--- src/rtl/intersection_pkg.sv ---
// Shared types, light encodings and default timing for the intersection scheduler.
// The pedestrian walk phase exists only when PED_REQUEST_EN is defined.
package intersection_pkg;

    typedef logic [2:0] state_t;
    typedef logic [2:0] light_t;

    localparam state_t AR_NS    = 3'd0;
    localparam state_t NS_G     = 3'd1;
    localparam state_t NS_Y     = 3'd2;
    localparam state_t AR_EW    = 3'd3;
    localparam state_t EW_G     = 3'd4;
    localparam state_t EW_Y     = 3'd5;
    localparam state_t PED_WALK = 3'd6;

    localparam light_t GREEN  = 3'b100;
    localparam light_t YELLOW = 3'b010;
    localparam light_t RED    = 3'b001;

    localparam int DEF_TICK_DIV  = 256;
    localparam int DEF_GREEN_MIN = 5;
    localparam int DEF_GREEN_MAX = 15;
    localparam int DEF_YELLOW_T  = 3;
    localparam int DEF_ALLRED_T  = 1;
    localparam int DEF_WALK_T    = 8;

    function automatic light_t head_light(input state_t s, input state_t g, input state_t y);
        return (s == g) ? GREEN : ((s == y) ? YELLOW : RED);
    endfunction

endpackage

--- src/rtl/intersection_scheduler_if.sv ---
// Detector inputs and light-head outputs of the intersection scheduler.
// master: the scheduler side; slave: the detector/lamp side.
interface intersection_scheduler_if;
    import intersection_pkg::*;

    logic     carNS;
    logic     carEW;
    logic     pedReq;
    light_t   nsLight;
    light_t   ewLight;
    logic     walk;
    logic [3:0] timerDisp;
    state_t   phase;

    modport master (
        input  carNS, carEW, pedReq,
        output nsLight, ewLight, walk, timerDisp, phase
    );

    modport slave (
        output carNS, carEW, pedReq,
        input  nsLight, ewLight, walk, timerDisp, phase
    );

endinterface

--- src/rtl/second_tick_gen.sv ---
// Free-running prescaler: one-cycle tick each time the count wraps TICK_DIV-1 -> 0.
module second_tick_gen #(
    parameter int TICK_DIV = 256
) (
    input  logic clk_i,
    input  logic reset_i,
    output logic tick_o
);

    localparam int CW = (TICK_DIV > 1) ? $clog2(TICK_DIV) : 1;
    localparam logic [CW-1:0] LAST = CW'(TICK_DIV - 1);

    logic [CW-1:0] cnt_q, cnt_d;

    assign tick_o = (cnt_q == LAST);
    assign cnt_d  = tick_o ? '0 : cnt_q + CW'(1);

    // NOTE: registers are updated with non-blocking assignments so every flop samples pre-edge values.
    always_ff @(posedge clk_i) begin
        if (reset_i) cnt_q <= '0;
        else         cnt_q <= cnt_d;
    end

endmodule

--- src/rtl/intersection_scheduler.sv ---
// Demand-actuated two-approach traffic light sequencer with min/max green, yellow and all-red.
// Define PED_REQUEST_EN to add the pedestrian walk phase driven by pedReq.
module intersection_scheduler
    import intersection_pkg::*;
#(
    parameter int TICK_DIV  = DEF_TICK_DIV,
    parameter int GREEN_MIN = DEF_GREEN_MIN,
    parameter int GREEN_MAX = DEF_GREEN_MAX,
    parameter int YELLOW_T  = DEF_YELLOW_T,
    parameter int ALLRED_T  = DEF_ALLRED_T,
    parameter int WALK_T    = DEF_WALK_T
) (
    input  logic quartzClock,
    input  logic reset,
    intersection_scheduler_if.master bus
);

    localparam logic [3:0] T_GMIN = 4'(GREEN_MIN);
    localparam logic [3:0] T_GMAX = 4'(GREEN_MAX);
    localparam logic [3:0] T_YEL  = 4'(YELLOW_T);
    localparam logic [3:0] T_AR   = 4'(ALLRED_T);

    logic       tick;
    state_t     state_q, state_d;
    logic [3:0] timer_q, timer_d, timer_dec, elapsed;
    logic       dem_ns_q, dem_ns_d, dem_ew_q, dem_ew_d;
    logic       enter_ns_g, enter_ew_g, ped_dem;

    light_t     ns_light_q, ew_light_q;
    logic [3:0] timer_disp_q;
    state_t     phase_q;

    second_tick_gen #(.TICK_DIV(TICK_DIV)) u_tick (
        .clk_i   (quartzClock),
        .reset_i (reset),
        .tick_o  (tick)
    );

`ifdef PED_REQUEST_EN
    localparam logic [3:0] T_WALK = 4'(WALK_T);
    logic dem_ped_q, dem_ped_d, ped_to_ew_q, ped_to_ew_d, enter_ped, walk_q;

    assign ped_dem   = dem_ped_q;
    assign dem_ped_d = bus.pedReq | (dem_ped_q & ~enter_ped);
    assign bus.walk  = walk_q;

    always_ff @(posedge quartzClock) begin
        if (reset) begin
            dem_ped_q   <= 1'b0;
            ped_to_ew_q <= 1'b0;
            walk_q      <= 1'b0;
        end else begin
            dem_ped_q   <= dem_ped_d;
            ped_to_ew_q <= ped_to_ew_d;
            walk_q      <= (state_q == PED_WALK);
        end
    end
`else
    logic [4:0] ped_unused;
    assign ped_unused = {bus.pedReq, 4'(WALK_T)};
    assign ped_dem    = 1'b0;
    assign bus.walk   = 1'b0;
`endif

    always_comb begin
        // NOTE: every combinational output gets a default first, so no path can infer a latch.
        timer_dec = timer_q;
        if (tick && (timer_q != 4'd0)) timer_dec = timer_q - 4'd1;
        elapsed    = T_GMAX - timer_dec;
        state_d    = state_q;
        timer_d    = timer_dec;
        enter_ns_g = 1'b0;
        enter_ew_g = 1'b0;
`ifdef PED_REQUEST_EN
        enter_ped   = 1'b0;
        ped_to_ew_d = ped_to_ew_q;
`endif
        if (tick) begin
            case (state_q)
                AR_NS, AR_EW: if (timer_dec == 4'd0) begin
`ifdef PED_REQUEST_EN
                    if (dem_ped_q) begin
                        state_d     = PED_WALK;
                        timer_d     = T_WALK;
                        enter_ped   = 1'b1;
                        ped_to_ew_d = (state_q == AR_EW);
                    end else
`endif
                    if (state_q == AR_NS) begin
                        state_d    = NS_G;
                        timer_d    = T_GMAX;
                        enter_ns_g = 1'b1;
                    end else begin
                        state_d    = EW_G;
                        timer_d    = T_GMAX;
                        enter_ew_g = 1'b1;
                    end
                end
                // A green with no opposing demand rests at 0 and re-evaluates every tick.
                NS_G: if ((dem_ew_q || ped_dem) && (elapsed >= T_GMIN)) begin
                    state_d = NS_Y;
                    timer_d = T_YEL;
                end
                EW_G: if ((dem_ns_q || ped_dem) && (elapsed >= T_GMIN)) begin
                    state_d = EW_Y;
                    timer_d = T_YEL;
                end
                NS_Y: if (timer_dec == 4'd0) begin
                    state_d = AR_EW;
                    timer_d = T_AR;
                end
                EW_Y: if (timer_dec == 4'd0) begin
                    state_d = AR_NS;
                    timer_d = T_AR;
                end
`ifdef PED_REQUEST_EN
                PED_WALK: if (timer_dec == 4'd0) begin
                    timer_d = T_GMAX;
                    if (ped_to_ew_q) begin
                        state_d    = EW_G;
                        enter_ew_g = 1'b1;
                    end else begin
                        state_d    = NS_G;
                        enter_ns_g = 1'b1;
                    end
                end
`endif
                default: begin
                    state_d = AR_NS;
                    timer_d = T_AR;
                end
            endcase
        end
        // Set wins over clear so a car arriving on the green-entry cycle is not lost.
        dem_ns_d = bus.carNS | (dem_ns_q & ~enter_ns_g);
        dem_ew_d = bus.carEW | (dem_ew_q & ~enter_ew_g);
    end

    always_ff @(posedge quartzClock) begin
        if (reset) begin
            state_q      <= AR_NS;
            timer_q      <= T_AR;
            dem_ns_q     <= 1'b0;
            dem_ew_q     <= 1'b0;
            ns_light_q   <= RED;
            ew_light_q   <= RED;
            timer_disp_q <= T_AR;
            phase_q      <= AR_NS;
        end else begin
            state_q      <= state_d;
            timer_q      <= timer_d;
            dem_ns_q     <= dem_ns_d;
            dem_ew_q     <= dem_ew_d;
            ns_light_q   <= head_light(state_q, NS_G, NS_Y);
            ew_light_q   <= head_light(state_q, EW_G, EW_Y);
            timer_disp_q <= timer_q;
            phase_q      <= state_q;
        end
    end

    assign bus.nsLight   = ns_light_q;
    assign bus.ewLight   = ew_light_q;
    assign bus.timerDisp = timer_disp_q;
    assign bus.phase     = phase_q;

endmodule

--- src/flat_wrapper.sv ---
// flat-port wrapper written by rule: the top's interface ports become plain ports
module intersection_scheduler_flat import intersection_pkg::*;
#(
    parameter int TICK_DIV  = DEF_TICK_DIV,
    parameter int GREEN_MIN = DEF_GREEN_MIN,
    parameter int GREEN_MAX = DEF_GREEN_MAX,
    parameter int YELLOW_T  = DEF_YELLOW_T,
    parameter int ALLRED_T  = DEF_ALLRED_T,
    parameter int WALK_T    = DEF_WALK_T
)
  (quartzClock, reset, bus_carNS, bus_carEW, bus_pedReq, bus_nsLight, bus_ewLight, bus_walk, bus_timerDisp, bus_phase);
  intersection_scheduler_if bus_i ();
  input  logic quartzClock;
  input  logic reset;
  input wire logic [$bits(bus_i.carNS)-1:0] bus_carNS;
  input wire logic [$bits(bus_i.carEW)-1:0] bus_carEW;
  input wire logic [$bits(bus_i.pedReq)-1:0] bus_pedReq;
  output wire logic [$bits(bus_i.nsLight)-1:0] bus_nsLight;
  output wire logic [$bits(bus_i.ewLight)-1:0] bus_ewLight;
  output wire logic [$bits(bus_i.walk)-1:0] bus_walk;
  output wire logic [$bits(bus_i.timerDisp)-1:0] bus_timerDisp;
  output wire logic [$bits(bus_i.phase)-1:0] bus_phase;
  assign bus_i.carNS = bus_carNS;
  assign bus_i.carEW = bus_carEW;
  assign bus_i.pedReq = bus_pedReq;
  assign bus_nsLight = bus_i.nsLight;
  assign bus_ewLight = bus_i.ewLight;
  assign bus_walk = bus_i.walk;
  assign bus_timerDisp = bus_i.timerDisp;
  assign bus_phase = bus_i.phase;
  intersection_scheduler #(.TICK_DIV(TICK_DIV), .GREEN_MIN(GREEN_MIN), .GREEN_MAX(GREEN_MAX), .YELLOW_T(YELLOW_T), .ALLRED_T(ALLRED_T), .WALK_T(WALK_T)) u_core (.quartzClock(quartzClock), .reset(reset), .bus(bus_i));
endmodule
--- config.mk ---
export PLATFORM = sky130hd
export DESIGN_NAME = intersection_scheduler_flat
export DESIGN_NICKNAME = d
export VERILOG_FILES = /design/src/rtl/intersection_pkg.sv /design/src/rtl/intersection_scheduler_if.sv /design/src/rtl/second_tick_gen.sv /design/src/rtl/intersection_scheduler.sv /design/src/flat_wrapper.sv
export SDC_FILE = /design/constraint.sdc
export NUM_CORES = 1
export LEC_CHECK = 0
export ABC_AREA = 0
export CORE_UTILIZATION = 30
export DETAILED_ROUTE_END_ITERATION = 8
export PLACE_DENSITY = 0.57
export SETUP_SLACK_MARGIN = 0.02
export SLEW_MARGIN = 25
export SYNTH_ARGS = -nofsm -noshare
export SYNTH_HDL_FRONTEND = slang
export SYNTH_SLANG_ARGS = --single-unit
--- constraint.sdc ---
create_clock -name quartzClock -period 3.2 [get_ports quartzClock]
set_clock_uncertainty 0.15 [all_clocks]
set_input_delay 0.96 -clock quartzClock [delete_from_list [all_inputs] [get_ports quartzClock]]
set_output_delay 0.96 -clock quartzClock [all_outputs]
set_load 0.1 [all_outputs]
==> results.sh <==
export IMPL_finalMaxSlewViolations=0
export IMPL_fin_crit_sh_pct=82.6
export IMPL_coreArea_mm2=0.00482
export IMPL_synth_nets=182
export IMPL_nNetsFinal=199
export IMPL_p_per_area_mw_per_mm2=401
export IMPL_io_buffer_count=16
export IMPL_yosysUniqueCellTypes=50
export IMPL_clockRootBuffer="clkbuf_8"
export IMPL_worstHoldPathType="register to register"
export IMPL_placementRows=25
export IMPL_rsz0062_at_grt="false"
export IMPL_drive_gt1_share_pct=19.7
export IMPL_htreeDepth=2
export IMPL_worstSetupPathType="register to register"
export IMPL_gp_congestion=0.848
export IMPL_cp_end_kind="register"
export IMPL_postSynthAreaPerCell_um2=8.77
export IMPL_antenna_left=0
export IMPL_fillers=503
export IMPL_seq_area_um2=601
export IMPL_grt_max_degree=15
export IMPL_n_antenna_cell=0
export IMPL_area_growth_pct=17.9
export IMPL_antenna_found_initial=0
export IMPL_cts_resized=0
export IMPL_async_flop_share_pct=0
export IMPL_crit_start="u_core.timer_q[0]$_SDFF_PP1_"
export IMPL_synth_flop_cell="dfxtp_1"
export IMPL_grt_pass1_wl_um=5180
export IMPL_synth_edff_count=0
export IMPL_synthesis_area_mm2=0.00153
export IMPL_fin_setup_tns_ns=0
export IMPL_grt_pass1_vias=1123
export IMPL_cts_path_max_buffers=2
export IMPL_grt_use_total_pct=13.0
export IMPL_routed_wl_um=3140
export IMPL_final_cell_mix="30 x dfxtp_1, 22 x nor2_1, 14 x buf_4, 10 x nand2_1, 10 x a21oi_1"
export IMPL_ys_ff_latch=30
export IMPL_timing_fmax_mhz=378
export IMPL_finalCriticalPeriod_ns=2.64
export IMPL_clock_sinks=30
export IMPL_hp_start="u_core.u_tick.cnt_q[0]$_SDFF_PP0_"
export IMPL_numCtsBuffers=5
export IMPL_p_leak_nw=0.687
export IMPL_cts_tree="done"
export IMPL_slowest_delay_ns=0.50
export IMPL_path_max_fanout=11
export IMPL_cts_hold_buffers_added=0
export IMPL_drt_iter0_drc=80
export IMPL_drc_errors=0
export IMPL_synthSimpleGateAreaFrac_pct=32.0
export IMPL_clk_pin_slew_worst_paths_ns=0.07
export IMPL_crit_path_start_kind="register"
export IMPL_final_core_util_pct=37.5
export IMPL_reg2reg_from="u_core.timer_q[0]$_SDFF_PP1_"
export IMPL_critPathTopFamily="compound AO/OA/AOI/OAI gates"
export IMPL_stdcell_count=260
export IMPL_synth_top_family_by_area="simple AND/OR/NAND/NOR gates"
export IMPL_routed_via_density=4.72
export IMPL_critPathArrivalTime_ns=2.65
export IMPL_hpwl_um=2320
export IMPL_hold_violations=0
export IMPL_dr_pass1_iters=4
export IMPL_synth_seq_area_share_pct=39.2
export IMPL_fp_dieH_um=73.5
export IMPL_worstPathBufferInverterCount=1
export IMPL_post_cts_buffers=0
export IMPL_initial_core_util_pct=31.8
export IMPL_final_common_cell="dfxtp_1"
export IMPL_path_cells="inv_1, ha_1, a211oi_4, mux2i_1, o21ai_1, a2111oi_0, a21oi_1"
export IMPL_via_count=1226
export IMPL_multi_input_area_um2=863
export IMPL_setup_viol=0
export IMPL_dieWidth_um=73.5
export IMPL_synth_xor_area_share_pct=4.57
export IMPL_die_area_mm2=0.00540
export IMPL_synth_mux_area_fraction_pct=4.32
export IMPL_synth_warnings=0
export IMPL_drv_cap=0
export IMPL_status="completed"
export IMPL_power_w=0.000726
export IMPL_required_ns=3.21
export IMPL_cpMaxStageDelayCell="dfxtp_1"
export IMPL_synthCells=175
export IMPL_placed_cells=252
export IMPL_ios=19
export IMPL_grt_overflow=0
export IMPL_clk_latency_ns=0.28
export IMPL_synth_compound_area_share_pct=13.5
export IMPL_vdd_drop_max_mv=0.132
export IMPL_synthAdderAreaFrac_pct=1.63
export IMPL_wl_per_cell_um=12.1
[metal layers]
layer | global-route usage (%) | up-vias | part of all wire [%]
met2 | 19.5 | 27 | 44
met5 | 0 | - | 0
met3 | 3.29 | 6 | 4.9
met4 | 7.05 | 0 | 2.4
li1 | - | 643 | -
met1 | 16.9 | 550 | 48
[registers in the layout (all words and copies together) (netlist names)]
signal                count
u_core.bus.ewLight        3
u_core.bus.nsLight        3
u_core.bus.phase          3
u_core.bus.timerDisp      4
u_core.dem_ew_q           1
u_core.dem_ns_q           1
u_core.state_q            3
u_core.timer_q            4
u_core.u_tick.cnt_q       8
[power by group]
part	internal, W	switching [W]	leakage (nW)
logic	0.00000930	0.0000152	0.397
clock network	0.000172	0.000145	0.0472
registers	0.000378	0.00000577	0.243
total	0.000560	0.000166	0.687
[path summary, 6_finish.rpt]
check	end	cells after the start	slack [ns]
worst max-delay path	u_core.timer_q[0]$_SDFF_PP1_	7	0.56
worst min-delay path	u_core.u_tick.cnt_q[0]$_SDFF_PP0_	1	0.32
worst max register to register	u_core.timer_q[0]$_SDFF_PP1_	7	0.56
worst min register to register	u_core.u_tick.cnt_q[0]$_SDFF_PP0_	1	0.32
[per-stage QoR]
step	hold slack (ns)	worst slack, ns	cell area (um2)
floorplan	0.280	0.868	1530
global placement	0.295	0.509	1710
detailed placement	0.307	0.503	1710
CTS	0.322	0.562	1810
global route	0.362	0.321	1810
finish	0.323	0.556	1810
[cell type report]
| cell class | count | share of cell area [%] |
|---|---|---|
| repair buffers | 17 | 7.47 |
| inverters | 8 | 1.66 |
| flip-flops and latches | 30 | 33.2 |
| well taps | 67 | 4.64 |
| clock inverters | 2 | 0.692 |
| multi-input cells | 130 | 47.8 |
| clock buffers | 6 | 4.57 |
[cell families after synthesis]
family | Yosys count
other | 1
DFF | 30
muxes | 6
xor gates and xnor gates | 8
buffers and inverters | 15
and+or+nand+nor | 83
adders and majority gates | 2
AOI/OAI and AO/OA | 30
[cells in the mapped netlist (all sizes together), types with 6 or more instances]
cell type	count	area, um2
inv	8	30.0
xor2	6	52.6
or2	8	50.1
nor2	22	82.6
nand3	7	47.6
nand2	10	37.5
dfxtp	30	601
a21oi	10	50.1
nand2b	6	37.5
o21ai	6	30.0
Note: power is estimated with default switching activity, not from simulation.
==> variant, RTL diff (config.mk and constraints unchanged) <==
The option `PED_REQUEST_EN` is turned on by a define.
--- a/src/rtl/intersection_scheduler.sv
+++ b/src/rtl/intersection_scheduler.sv
@@ -1,5 +1,7 @@
 // Demand-actuated two-approach traffic light sequencer with min/max green, yellow and all-red.
 // Define PED_REQUEST_EN to add the pedestrian walk phase driven by pedReq.
+`define PED_REQUEST_EN
+
 module intersection_scheduler
     import intersection_pkg::*;
 #(
Function: same outputs for any inputs over 10 cycles, from zero or initial values and one cycle with reset high; that may be too few to reach the edited logic, so the function may still have changed.
==> variant against the original RTL <==
  * Synthesized area increased by 17%
  * Highest routed layer unchanged
  * Sequential power increased by 10%
  * Total power increased by 6.4%
  * Fmax increased by 4.7%
  * Global-route usage increased by 1.3 points
  * Largest power group unchanged
  * Worst setup slack improved by 0.12 ns
  * Wire length increased by 33%
  * Design area increased by 16%
  * Synthesized cell count increased by 24%
  * Sequential cell count increased by 3
  * Worst hold slack got worse by 0.024 ns
==> variant: results (changes against the original RTL) <==
[grt]
grt_pass1_wl_um=6980  ; +35%
grt_pass1_vias=1430  ; +27%
grt_max_degree=27  ; +12
gr-usage-all-layers_pct=14.3  ; +1.3 points
antenna_found_initial=0  ; unchanged

[worst_setup_path]
worstPathMaxFanout=10  ; -1
max_stage_delay_ns=0.51
crit_arrival_ns=2.58  ; -0.07 ns
cp_slowest_cell=dfxtp_1

[placed_design]
dpl.hpwl_um=3020  ; +30%
post-place-ws_ns=0.683  ; +0.180 ns
place_area_um2=2010  ; +17%
dp.cells=299  ; +19%
portBuffers=18  ; +2
gp_congestion=0.896  ; +5.7%

[synthesis]
async_reset_ff_share_pct=0  ; unchanged
ys_types=59  ; +18%
seq_area_frac_synth_pct=36.8  ; -2.4 points
synth_area_leaders=dfxtp_1, nor2_1, a21oi_1, nand2_1, nand3_1
synthesis.nets=224  ; +23%
synthTopCellsByCount=dfxtp_1, nor2_1, nand2_1
synth_area_per_cell_um2=8.28  ; -5.5%

[clock_network]
cts_resized=0  ; unchanged
clk_path_buf_depth=2  ; unchanged
insertion_delay_ns=0.28  ; about the same
clock_tree.root_cell=clkbuf_8

[final_layout]
regMostFlops=u_core.u_tick.cnt_q
nets=241  ; +21%
drive_above_1_share_pct=16.7  ; -3.0 points
n_antenna_cell=0  ; unchanged
fin_cells=306  ; +18%
fill_cells=596  ; +18%

[pwr]
p_leak_uw=0.000832  ; +21%
peakVddDrop_mv=0.109  ; -18%

[drt]
first_pass_iters=4  ; unchanged
dr.first_iter.drc_count=135  ; +69%
viasPerCell=5.23  ; +11%
wl_um=4190  ; +33%

[timing]
slew_headroom_pct=40.1

[status]
status=complete, no violations

-- variant: cell count changes in the layout (fill, tap and decap cells not counted), moves of 4 or more --
cell and delta:
nand2_1 +4, buf_4 +4, nor2_1 +8, o211ai_1 +6
-- variant: where the power goes --
part           switching (uW)  internal (uW)  total, uW
registers                6.13            417        423
logic                    17.6           17.0       34.6
clock network             144            170        315
total                     168            604        772
-- variant: worst paths after layout --
check | startpoint | to | slack [ns] | cells after the start
worst max-delay path | u_core.timer_q[0] | u_core.state_q[1] | 0.68 | 8
worst min-delay path | u_core.u_tick.cnt_q[0] | u_core.u_tick.cnt_q[0] | 0.30 | 1
worst max register to register | u_core.timer_q[0] | u_core.state_q[1] | 0.68 | 8
worst min register to register | u_core.u_tick.cnt_q[0] | u_core.u_tick.cnt_q[0] | 0.30 | 1
-- variant: per-stage QoR --
step	hold slack, ns	total power (uW)	util [%]
2_1_floorplan	0.268	453	-
3_3_place_gp	0.283	467	35.7
3_5_place_dp	0.288	467	35.7
4_1_cts	0.302	785	37.2
5_1_grt	0.318	809	37.2
6_report	0.299	772	37.2
-- variant: kinds of logic (layout without fill, tap and decap cells) --
kind of cell             Yosys count  after routing  synth area share [%]
AND/OR/NAND/NOR                   92             92                  28.0
AO/OA/AOI/OAI                     56             56                  22.5
flip-flops                        33             33                  36.8
buffers and inverters             21             38                  4.67
XOR/XNOR                           9              9                  4.39
multiplexers                       4              4                  2.30
adder cells (fa/ha/maj)            2              2                  1.39
-- variant: area by class of cell --
| class | instances | area, um^2 | area share (%) |
|---|---|---|---|
| clock buffer | 7 | 86.3 | 4.11 |
| inverter | 9 | 33.8 | 1.61 |
| multi-input combinational | 163 | 1050 | 50.1 |
| sequential | 33 | 661 | 31.5 |
| tap | 72 | 90.1 | 4.29 |
| timing repair buffer | 22 | 175 | 8.35 |
-- variant: metal layers --
| metal | vias up | share of wire (%) | routed length [um] | global-route usage (%) |
|---|---|---|---|---|
| met1 | 706 | 49 | 2050 | 20.4 |
| met5 | - | 0 | 0 | 0 |
| met4 | 0 | 3.0 | 125 | 7.82 |
| met3 | 15 | 6.4 | 266 | 3.31 |
| li1 | 815 | - | - | - |
| met2 | 64 | 42 | 1750 | 19.4 |
-- variant: critical path, delay by kind of cell (launching register included) --
family	cells	cell delay [ns]
buffers and inverters	1	0.08
DFF	1	0.51
AOI/OAI and AO/OA	3	0.72
and+or+nand+nor	2	0.55
xor gates and xnor gates	1	0.17
adders and majority gates	1	0.26
